$ cat config.mk
export PLATFORM = sky130hd
export DESIGN_NAME = ula_exec_ctrl_flat
export DESIGN_NICKNAME = d
export VERILOG_FILES = /design/src/rtl/ula_exec_ctrl_pkg.sv /design/src/rtl/ula_exec_ctrl_if.sv /design/src/rtl/ula_exec_ctrl_reg_bank.sv /design/src/rtl/ula_exec_ctrl.sv /design/src/flat_wrapper.sv
export SDC_FILE = /design/constraint.sdc
export NUM_CORES = 1
export LEC_CHECK = 0
export CAP_MARGIN = 20
export CORE_ASPECT_RATIO = 0.75
export CORE_MARGIN = 2
export CORE_UTILIZATION = 63
export DETAILED_ROUTE_END_ITERATION = 8
export HOLD_SLACK_MARGIN = 0.1
export PLACE_DENSITY = 0.86
export RECOVER_POWER = 100
export SETUP_SLACK_MARGIN = 0.02
export SYNTH_ARGS = -nofsm -noshare
export SYNTH_HDL_FRONTEND = slang
export SYNTH_SLANG_ARGS = --single-unit
$ cat constraint.sdc
create_clock -name clock -period 6.49 [get_ports clock]
set_clock_uncertainty 0.2 [all_clocks]
set_input_delay 1.947 -clock clock [delete_from_list [all_inputs] [get_ports clock]]
set_output_delay 1.947 -clock clock [all_outputs]
set_load 0.01 [all_outputs]
$ cat src/rtl/ula_exec_ctrl_pkg.sv
// Shared definitions for the ALU execute-stage controller: opcodes, ALU selects,
// FSM state encoding and instruction field positions.
package ula_exec_pkg;

  localparam logic [2:0] OP_ADD  = 3'b000;
  localparam logic [2:0] OP_SUB  = 3'b001;
  localparam logic [2:0] OP_NAND = 3'b010;
  localparam logic [2:0] OP_MV   = 3'b011;
  localparam logic [2:0] OP_MVI  = 3'b100;

  localparam logic [1:0] ULA_ADD  = 2'd0;
  localparam logic [1:0] ULA_SUB  = 2'd1;
  localparam logic [1:0] ULA_NAND = 2'd2;
  localparam logic [1:0] ULA_NOP  = 2'd3;

  localparam int OP_HI  = 15;
  localparam int OP_LO  = 13;
  localparam int RX_HI  = 12;
  localparam int RX_LO  = 10;
  localparam int RY_HI  = 9;
  localparam int RY_LO  = 7;
  localparam int IMM_HI = 9;
  localparam int IMM_LO = 0;

  typedef enum logic [2:0] {
    S_IDLE = 3'd0,
    S_RD_A = 3'd1,
    S_RD_B = 3'd2,
    S_EXEC = 3'd3,
    S_WB   = 3'd4
  } state_t;

  function automatic logic is_legal(input logic [2:0] op);
    return (op <= OP_MVI);
  endfunction

  // Only these three opcodes actually use the ALU; MV/MVI bypass it.
  function automatic logic is_alu_op(input logic [2:0] op);
    return (op == OP_ADD) || (op == OP_SUB) || (op == OP_NAND);
  endfunction

  function automatic logic [15:0] sext_imm10(input logic [9:0] imm);
    return {{6{imm[9]}}, imm};
  endfunction

endpackage

$ cat src/rtl/ula_exec_ctrl_if.sv
// Instruction handshake, ALU operand/result bus, status and debug read port.
interface ula_exec_ctrl_if #(
  parameter int DATA_W = 16
);

  logic              instr_valid;
  logic              instr_ready;
  logic [15:0]       instr;
  logic [DATA_W-1:0] ula_a;
  logic [DATA_W-1:0] ula_b;
  logic [1:0]        ula_op;
  logic [DATA_W-1:0] ula_r;
  logic              done;
  logic              err;
  logic              flag_z;
  logic              flag_n;
  logic [2:0]        dbg_addr;
  logic [DATA_W-1:0] dbg_data;

  modport master (
    output instr_valid, instr, ula_r, dbg_addr,
    input  instr_ready, ula_a, ula_b, ula_op, done, err, flag_z, flag_n, dbg_data
  );

  modport slave (
    input  instr_valid, instr, ula_r, dbg_addr,
    output instr_ready, ula_a, ula_b, ula_op, done, err, flag_z, flag_n, dbg_data
  );

endinterface

$ cat src/rtl/ula_exec_ctrl_reg_bank.sv
// 8x16 register bank: one synchronous write port, combinational operand and
// debug read ports, asynchronous active-low reset of every entry.
module reg_bank_8x16 #(
  parameter int              DATA_W   = 16,
  parameter int              NREGS    = 8,
  parameter logic [DATA_W-1:0] RF_RESET = '0,
  localparam int             AW       = $clog2(NREGS)
) (
  input  logic              clock,
  input  logic              resetn,
  input  logic              we,
  input  logic [AW-1:0]     waddr,
  input  logic [DATA_W-1:0] wdata,
  input  logic [AW-1:0]     raddr,
  output logic [DATA_W-1:0] rdata,
  input  logic [AW-1:0]     dbg_addr,
  output logic [DATA_W-1:0] dbg_data
);

  logic [DATA_W-1:0] rf [NREGS];

  always_ff @(posedge clock or negedge resetn) begin
    if (!resetn) begin
      for (int i = 0; i < NREGS; i++) begin
        rf[i] <= RF_RESET;
      end
    end else if (we) begin
      rf[waddr] <= wdata;
    end
  end

  assign rdata    = rf[raddr];
  assign dbg_data = rf[dbg_addr];

endmodule

$ cat src/rtl/ula_exec_ctrl.sv
// Multi-cycle execute controller: accepts one instruction, reads operands,
// drives the external ALU, captures the result and writes it back.
module ula_exec_ctrl
  import ula_exec_pkg::*;
#(
  parameter int              DATA_W   = 16,
  parameter int              NREGS    = 8,
  parameter logic [DATA_W-1:0] RF_RESET = '0
) (
  input  logic           clock,
  input  logic           resetn,
  ula_exec_ctrl_if.slave bus
);

  localparam int AW = $clog2(NREGS);

  state_t            state, state_next;
  logic [15:0]       ir;
  logic [DATA_W-1:0] ula_a_q, ula_b_q, g;
  logic              flag_z_q, flag_n_q, err_q;

  logic              ready_w, done_w, rf_we, accept;
  logic [1:0]        op_sel;
  logic [AW-1:0]     rd_addr;
  logic [DATA_W-1:0] rd_data;

  logic [2:0]        ir_op;
  logic [AW-1:0]     ir_rx, ir_ry;
  logic [9:0]        ir_imm;

  assign ir_op  = ir[OP_HI:OP_LO];
  assign ir_rx  = ir[RX_HI:RX_LO];
  assign ir_ry  = ir[RY_HI:RY_LO];
  assign ir_imm = ir[IMM_HI:IMM_LO];

  assign accept = (state == S_IDLE) && bus.instr_valid;

  reg_bank_8x16 #(
    .DATA_W   (DATA_W),
    .NREGS    (NREGS),
    .RF_RESET (RF_RESET)
  ) u_rf (
    .clock    (clock),
    .resetn   (resetn),
    .we       (rf_we),
    .waddr    (ir_rx),
    .wdata    (g),
    .raddr    (rd_addr),
    .rdata    (rd_data),
    .dbg_addr (bus.dbg_addr),
    .dbg_data (bus.dbg_data)
  );

  always_ff @(posedge clock or negedge resetn) begin
    if (!resetn) begin
      state <= S_IDLE;
    end else begin
      state <= state_next;
    end
  end

  // Illegal opcodes are consumed in IDLE without leaving it; err follows a cycle later.
  always_comb begin
    state_next = state;
    ready_w    = 1'b0;
    op_sel     = ULA_NOP;
    done_w     = 1'b0;
    rf_we      = 1'b0;
    rd_addr    = ir_rx;
    unique case (state)
      S_IDLE: begin
        ready_w = 1'b1;
        if (bus.instr_valid && is_legal(bus.instr[OP_HI:OP_LO])) begin
          state_next = S_RD_A;
        end
      end
      S_RD_A: begin
        state_next = S_RD_B;
      end
      S_RD_B: begin
        rd_addr    = ir_ry;
        state_next = S_EXEC;
      end
      S_EXEC: begin
        if (is_alu_op(ir_op)) begin
          op_sel = ir_op[1:0];
        end
        state_next = S_WB;
      end
      S_WB: begin
        rf_we      = 1'b1;
        done_w     = 1'b1;
        state_next = S_IDLE;
      end
      default: begin
        state_next = S_IDLE;
      end
    endcase
  end

  // ula_r is only sampled in EXEC, where the ALU is actually driving it.
  always_ff @(posedge clock or negedge resetn) begin
    if (!resetn) begin
      ir       <= '0;
      ula_a_q  <= '0;
      ula_b_q  <= '0;
      g        <= '0;
      flag_z_q <= 1'b0;
      flag_n_q <= 1'b0;
      err_q    <= 1'b0;
    end else begin
      err_q <= accept && !is_legal(bus.instr[OP_HI:OP_LO]);
      if (accept) begin
        ir <= bus.instr;
      end
      if (state == S_RD_A) begin
        ula_a_q <= rd_data;
      end
      if (state == S_RD_B) begin
        ula_b_q <= (ir_op == OP_MVI) ? sext_imm10(ir_imm) : rd_data;
      end
      if (state == S_EXEC) begin
        g <= is_alu_op(ir_op) ? bus.ula_r : ula_b_q;
      end
      if (state == S_WB) begin
        flag_z_q <= (g == '0);
        flag_n_q <= g[DATA_W-1];
      end
    end
  end

  assign bus.instr_ready = ready_w;
  assign bus.ula_a       = ula_a_q;
  assign bus.ula_b       = ula_b_q;
  assign bus.ula_op      = op_sel;
  assign bus.done        = done_w;
  assign bus.err         = err_q;
  assign bus.flag_z      = flag_z_q;
  assign bus.flag_n      = flag_n_q;

endmodule

$ cat src/flat_wrapper.sv
// flat-port wrapper written by rule: the top's interface ports become plain ports
module ula_exec_ctrl_flat import ula_exec_pkg::*;
#(
  parameter int              DATA_W   = 16,
  parameter int              NREGS    = 8,
  parameter logic [DATA_W-1:0] RF_RESET = '0
)
  (clock, resetn, bus_instr_valid, bus_instr, bus_ula_r, bus_dbg_addr, bus_instr_ready, bus_ula_a, bus_ula_b, bus_ula_op, bus_done, bus_err, bus_flag_z, bus_flag_n, bus_dbg_data);
  ula_exec_ctrl_if #(.DATA_W(DATA_W)) bus_i ();
  input  logic clock;
  input  logic resetn;
  input wire logic [$bits(bus_i.instr_valid)-1:0] bus_instr_valid;
  input wire logic [$bits(bus_i.instr)-1:0] bus_instr;
  input wire logic [$bits(bus_i.ula_r)-1:0] bus_ula_r;
  input wire logic [$bits(bus_i.dbg_addr)-1:0] bus_dbg_addr;
  output wire logic [$bits(bus_i.instr_ready)-1:0] bus_instr_ready;
  output wire logic [$bits(bus_i.ula_a)-1:0] bus_ula_a;
  output wire logic [$bits(bus_i.ula_b)-1:0] bus_ula_b;
  output wire logic [$bits(bus_i.ula_op)-1:0] bus_ula_op;
  output wire logic [$bits(bus_i.done)-1:0] bus_done;
  output wire logic [$bits(bus_i.err)-1:0] bus_err;
  output wire logic [$bits(bus_i.flag_z)-1:0] bus_flag_z;
  output wire logic [$bits(bus_i.flag_n)-1:0] bus_flag_n;
  output wire logic [$bits(bus_i.dbg_data)-1:0] bus_dbg_data;
  assign bus_i.instr_valid = bus_instr_valid;
  assign bus_i.instr = bus_instr;
  assign bus_i.ula_r = bus_ula_r;
  assign bus_i.dbg_addr = bus_dbg_addr;
  assign bus_instr_ready = bus_i.instr_ready;
  assign bus_ula_a = bus_i.ula_a;
  assign bus_ula_b = bus_i.ula_b;
  assign bus_ula_op = bus_i.ula_op;
  assign bus_done = bus_i.done;
  assign bus_err = bus_i.err;
  assign bus_flag_z = bus_i.flag_z;
  assign bus_flag_n = bus_i.flag_n;
  assign bus_dbg_data = bus_i.dbg_data;
  ula_exec_ctrl #(.DATA_W(DATA_W), .NREGS(NREGS), .RF_RESET(RF_RESET)) u_core (.clock(clock), .resetn(resetn), .bus(bus_i));
endmodule
==> metrics, run 1 <==
clk slew on worst S/H paths=80 ps; die width=157 um; Initial Utilization=64.9%; DR WL/cell=24.5 um; clock network fraction of design power=17.4%; # port buffers=92; Worst Tran Pin Value=2450 ps; hold crit path type=reg2reg; Final Slew Violations=250; FILL cells=1103; antenna violations before repair=1; CP cell instances=dlygate4sd3_1 > clkbuf_2 > mux4_2 > mux2_2 > clkdlybuf4s50_1; Crit-path slowest cell=dlygate4sd3_1; final cycle utilization of the critical path=97.5%; core area=17000 sq um; Post-Place Cell Area=12000 sq um; drt drc=0; RD Place Congestion=0.922; Final ANT Viol Nets=0; slew margin rel.=-63.3%; Root Driver=clkbuf_16; sw power=2.59 mW; clk sinks=198; sequential fraction of the synthesis area=45.0%; Rows=41; most common cell after layout, fill and taps aside=mux2_2; hold-fix buffers at CTS=0; share of cells above drive strength 1=30.3%; Synth cell types=39; pin count of the biggest net entering global routing=101; layout net count=999; DR vias/cell=6.82; Max-Cap Viols=5; postcts setup bufs=0; Startpoint Class=primary input; leakage power total=5.68 nW; chip height=119 um; PostCTS Resize Cnt=0; post-detail-place hpwl=18500 um; vias in the first global route=8006; switching share of power=42.2%; Comb pwr share=43.2%; WP buf/inv=3; critical path launch point=bus_dbg_addr[0]; Tot Pwr=6.13 mW; Seq pwr share=39.4%; GRT overflow=0; # setup viols final=0; internal cell power=3.54 mW; FF-to-FF Start=u_core.state[2]; pwr/cell area=486 nW/um^2; status=complete, but fails checks; Clk Latency, worst-skew pair=450 ps; final hold violations=0; metal3 WL=3750 um; die area=18600 sq um; first-pass GRT wire length=46400 um; met2 WL=12900 um; FF-to-FF path depth=7; critical path class=in2out; Synth Net Count=957; M1 WL=12500 um; most frequent cells in the layout=mux2_2, dfrtp_1, mux2i_1; DRT Pass-1 Iters=5; crit-path max FO=6; maximum clock rate=158 MHz; CTS H-Tree Depth=4; Setup crit end kind=primary output; cell family with most CP delay=buffers and inverters; clk buf depth=2; Mapped Area=11000 sq um; flops & latches, synth=198; CP arrival=4180 ps; Starting DRT DRC Count=725; Final Cell Area=12600 sq um; TritonCTS clock tree=done; setup_tns=0 ps; Ys Warns=0; Synth Instances=919; area grow syn2layout=14.6%; CP Depth=5; WL final=29700 um; total CTS buffers=17; failing checks=max-capacitance violations, max-slew violations; post-layout min period=6330 ps; Worst Path Required=4340 ps; Peak VDD IR=0.282 mV; Boundary Pins=93; via count=8258; Total GRT Usage=33.4%; hold depth=2; synthesized area per cell=12.0 sq um; Hold Startpoint=u_core.bus.flag_n; Top Metal Used=met4; RSZ-0062 raised after global routing=false; Largest stage delay, worst path=850 ps
-- worst paths after layout --
check / end / slack (ps)
max: bus_dbg_data[12] / 160
min in group asynchronous: u_core.u_rf.rf[36] / 2060
max in group asynchronous: u_core.ir[7] / 2560
min: u_core.bus.flag_n / 290
min reg2reg: u_core.bus.flag_n / 290
max reg2reg: u_core.bus.ula_b[4] / 430
-- worst register-to-register path, stage by stage (launching register included) --
cell	delay, ps
dfrtp_1	650
or3b_1	180
clkbuf_1	1440
a21o_1	1440
clkbuf_1	800
a21oi_1	130
nor4_1	910
o21ai_0	170
-- flip-flops by register name, summed over array words and instances, names as in the netlist --
name,count
u_core.u_rf.rf,128
u_core.bus.flag_n,1
u_core.g,16
u_core.bus.ula_a,16
u_core.bus.err,1
u_core.bus.flag_z,1
u_core.bus.ula_b,16
u_core.ir,16
u_core.state,3
-- power groups by stage --
stage,Sequential [mW],Combinational [mW],Clock [mW]
finish,2.42,2.65,1.07
global route,2.47,2.84,1.13
CTS,2.38,2.65,1.07
detailed placement,2.39,2.62,0
global placement,2.36,2.54,0
floorplan,2.03,2.01,0
-- per-stage QoR --
step	hold WS, ps	setup WS, ps	std cells	util, %
6_report	292	162	1211	74.4
4_1_cts	297	295	1207	74.4
3_5_place_dp	272	297	1175	70.9
5_1_grt	312	123	1211	74.4
2_1_floorplan	269	1070	919	-
3_3_place_gp	259	308	1175	70.9
-- cell usage after synthesis (all sizes together) --
library cell,count,area (sq um)
mux2,210,2360
dfrtp,198,4950
mux2i,104,1040
a21oi,73,365
o21ai,62,310
buf,52,262
clkbuf,36,135
nand2,34,128
mux4,32,721
nor2,25,93.8
o211ai,22,165
nor4,15,93.8
a22oi,13,97.6
a31oi,8,50.1
inv,4,15.0
and3,3,18.8
nand2b,3,18.8
a211oi,2,15.0
and2,2,12.5
nand3,2,10.0
nor2b,2,12.5
nor3,2,10.0
nor3b,2,20.0
or3,2,12.5
a21o,1,7.51
and4bb,1,12.5
nand3b,1,7.51
nand4,1,6.26
nor4b,1,8.76
nor4bb,1,10.0
o21bai,1,7.51
o31ai,1,7.51
or3b,1,8.76
or4,1,7.51
xnor2,1,8.76
-- cell type report --
cell class	count	area, sq um	share of cell area, %
Inverter	4	15.0	0.119
Timing Repair Buffer	111	1070	8.44
Antenna cell	1	2.50	0.0198
Clock inverter	15	180	1.43
Tap cell	236	295	2.34
Multi-Input combinational cell	629	5690	45.0
Sequential cell	198	4960	39.2
Clock buffer	17	425	3.37
-- cells by family after synthesis --
logic type,after synthesis,synth area share (%)
xor+xnor,1,0.0795
flops,198,45.0
simple gates,99,4.46
buf+inv,92,3.74
compound gates,183,9.31
mux,346,37.4
-- routing by layer --
metal  vias up  track usage (%)
met2       520             46.3
met5         -                0
met3        41             11.8
li1       3533                -
met1      4164             49.2
met4         0             10.8
(Power assumes the default switching activity.)
==> run 2: changes to the inputs <==
CORE_ASPECT_RATIO = 0.7   (was 0.75)
==> metrics, run 2 (synthesis results as in run 1) <==
internal cell power=3.56 mW (+0.53%); WP buf/inv=3 (unchanged); Root Driver=clkbuf_16; first-pass GRT wire length=46800 um (+0.70%); area grow syn2layout=14.5% (about the same); Reg with most FFs=u_core.u_rf.rf; crit path to=bus_dbg_data[0]; most frequent cells in the layout=mux2_2, dfrtp_1, mux2i_1; r2r setup slk=1330 ps (+900 ps); Tot Pwr=6.18 mW (+0.80%); via count=8253 (-0.061%); DR WL/cell=25.2 um (+2.5%); PostCTS Resize Cnt=0 (unchanged); crit-path max FO=26 (+20); Layout Cells excl Fill=1205 (-0.50%); switching share of power=42.4% (+0.15 points); Setup crit end kind=primary output; CP cell instances=dlygate4sd3_1 > buf_12 > mux4_2 > mux2_2 > dlygate4sd3_1; critical path launch point=bus_dbg_addr[0]; layout net count=1000 (+0.10%); WL final=30300 um (+2.0%); Peak VDD IR=0.307 mV (+8.9%); chip height=115 um (-3.3%); ANT cells=0 (-1); pin count of the biggest net entering global routing=122 (+21%); Final Cell Area=12600 sq um (about the same); Rows=40 (-2.4%); status=complete, but fails checks; failing checks=max-capacitance violations, max-slew violations; hold-fix buffers at CTS=0 (unchanged); cell count after placement=1170 (-0.43%); most common cell after layout, fill and taps aside=mux2_2; TritonCTS clock tree=done; postcts setup bufs=0 (unchanged); DRT Pass-1 Iters=6 (+1); FF-to-FF Start=u_core.ir[10]; Comb pwr share=43.0% (-0.2 points); final cycle utilization of the critical path=95.9% (-1.6 points); Total GRT Usage=33.4% (about the same); DP Worst Slack=463 ps (+166 ps); slew margin rel.=-123% (-59 points); leakage power total=5.70 nW (+0.48%); FF-to-FF path depth=4 (-3); clk slew on worst S/H paths=80 ps (about the same); pwr/cell area=490 nW/um^2 (+0.87%); Boundary Pins=93 (unchanged); Largest register FFs=128 (unchanged); Largest stage delay, worst path=650 ps (-200 ps); Crit-path slowest cell=dlygate4sd3_1; Clk Latency, worst-skew pair=450 ps (about the same); DR vias/cell=6.85 (+0.44%); total CTS buffers=17 (unchanged); vias in the first global route=8077 (+0.89%); Final ANT Viol Nets=0 (unchanged); worst r2r dst=u_core.u_rf.rf[11]; # port buffers=92 (unchanged); GRT overflow=0 (unchanged); hold crit path type=reg2reg; clk buf depth=2 (unchanged); post-layout min period=6230 ps (-103 ps); FILL cells=1142 (+3.5%); antenna violations before repair=0 (-1); Final Slew Violations=190 (-24%); setup ws final=265 ps (+103 ps); drt drc=0 (unchanged); Seq pwr share=39.7% (+0.3 points); # setup viols final=0 (unchanged); sw power=2.62 mW (+1.2%); Post-Place Cell Area=12000 sq um (-0.14%); setup_tns=0 ps (unchanged); die area=18600 sq um (about the same); clk sinks=198 (unchanged); CP Depth=5 (unchanged); maximum clock rate=161 MHz (+1.7%); Worst Tran Pin Value=3340 ps (+892 ps); Max-Cap Viols=2 (-3); Worst Path Required=4340 ps (about the same); most frequent CP cell=dlygate4sd3_1; Startpoint Class=primary input; Starting DRT DRC Count=821 (+13%); Initial Utilization=64.4% (-0.52 points); final hold violations=0 (unchanged); Hold Startpoint=u_core.bus.flag_z; CTS H-Tree Depth=4 (unchanged); share of cells above drive strength 1=30.4% (+0.10 points); CP arrival=4080 ps (-100 ps); critical path class=in2out; clock network fraction of design power=17.3% (about the same); cell family with most CP delay=buffers and inverters; final core occ=73.7% (-0.64 points); post-detail-place hpwl=18800 um (+1.3%); die width=162 um (+3.4%); Min Hold Slack=300 ps (+8.18 ps); RSZ-0062 raised after global routing=false; RD Place Congestion=0.938 (+1.8%); core area=17100 sq um (+0.80%)
run 2: per-layer routing:
metal	GRT usage, %	share of wire [%]	up-vias
li1	-	-	3514
met1	48.0	42	4138
met2	48.2	44	553
met3	12.4	13	48
met4	9.14	1.2	0
met5	0	0	-
run 2: power groups by stage:
stage	clock [mW]	combinational (mW)	sequential, mW
floorplan	0	2.01	2.03
global placement	0	2.50	2.41
detailed placement	0	2.59	2.42
CTS	1.07	2.63	2.42
global route	1.13	2.84	2.51
finish	1.07	2.66	2.46
run 2: tightest hold or removal path, stage by stage, from the launching register on:
cell     delay, ps
dfrtp_1        360
nand2_1         50
o21ai_0         60
run 2: area by class of cell:
class                   instances  area (sq um)  area share (%)
clock inverters                14           179            1.42
clock buffers                  17           425            3.37
well taps                     231           289            2.29
multi-input cells             629          5690            45.1
repair buffers                112          1070            8.45
flip-flops and latches        198          4960            39.3
inverters                       4          15.0           0.119
run 2: worst min-delay path by stage:
stage                          end  cells past startpoint
4_1_cts          u_core.bus.flag_z                      2
5_1_grt          u_core.bus.flag_z                      2
6_report         u_core.bus.flag_z                      2
3_5_place_dp     u_core.bus.flag_n                      2
2_1_floorplan  u_core.bus.ula_b[0]                      2
3_3_place_gp     u_core.bus.flag_z                      2
==> run 3: changes to the inputs <==
ABC_CLOCK_PERIOD_IN_PS = 6490   (was not set)
==> results of run 3 <==
Same layout as run 2: the final DEF is identical, and so are final timing and power.
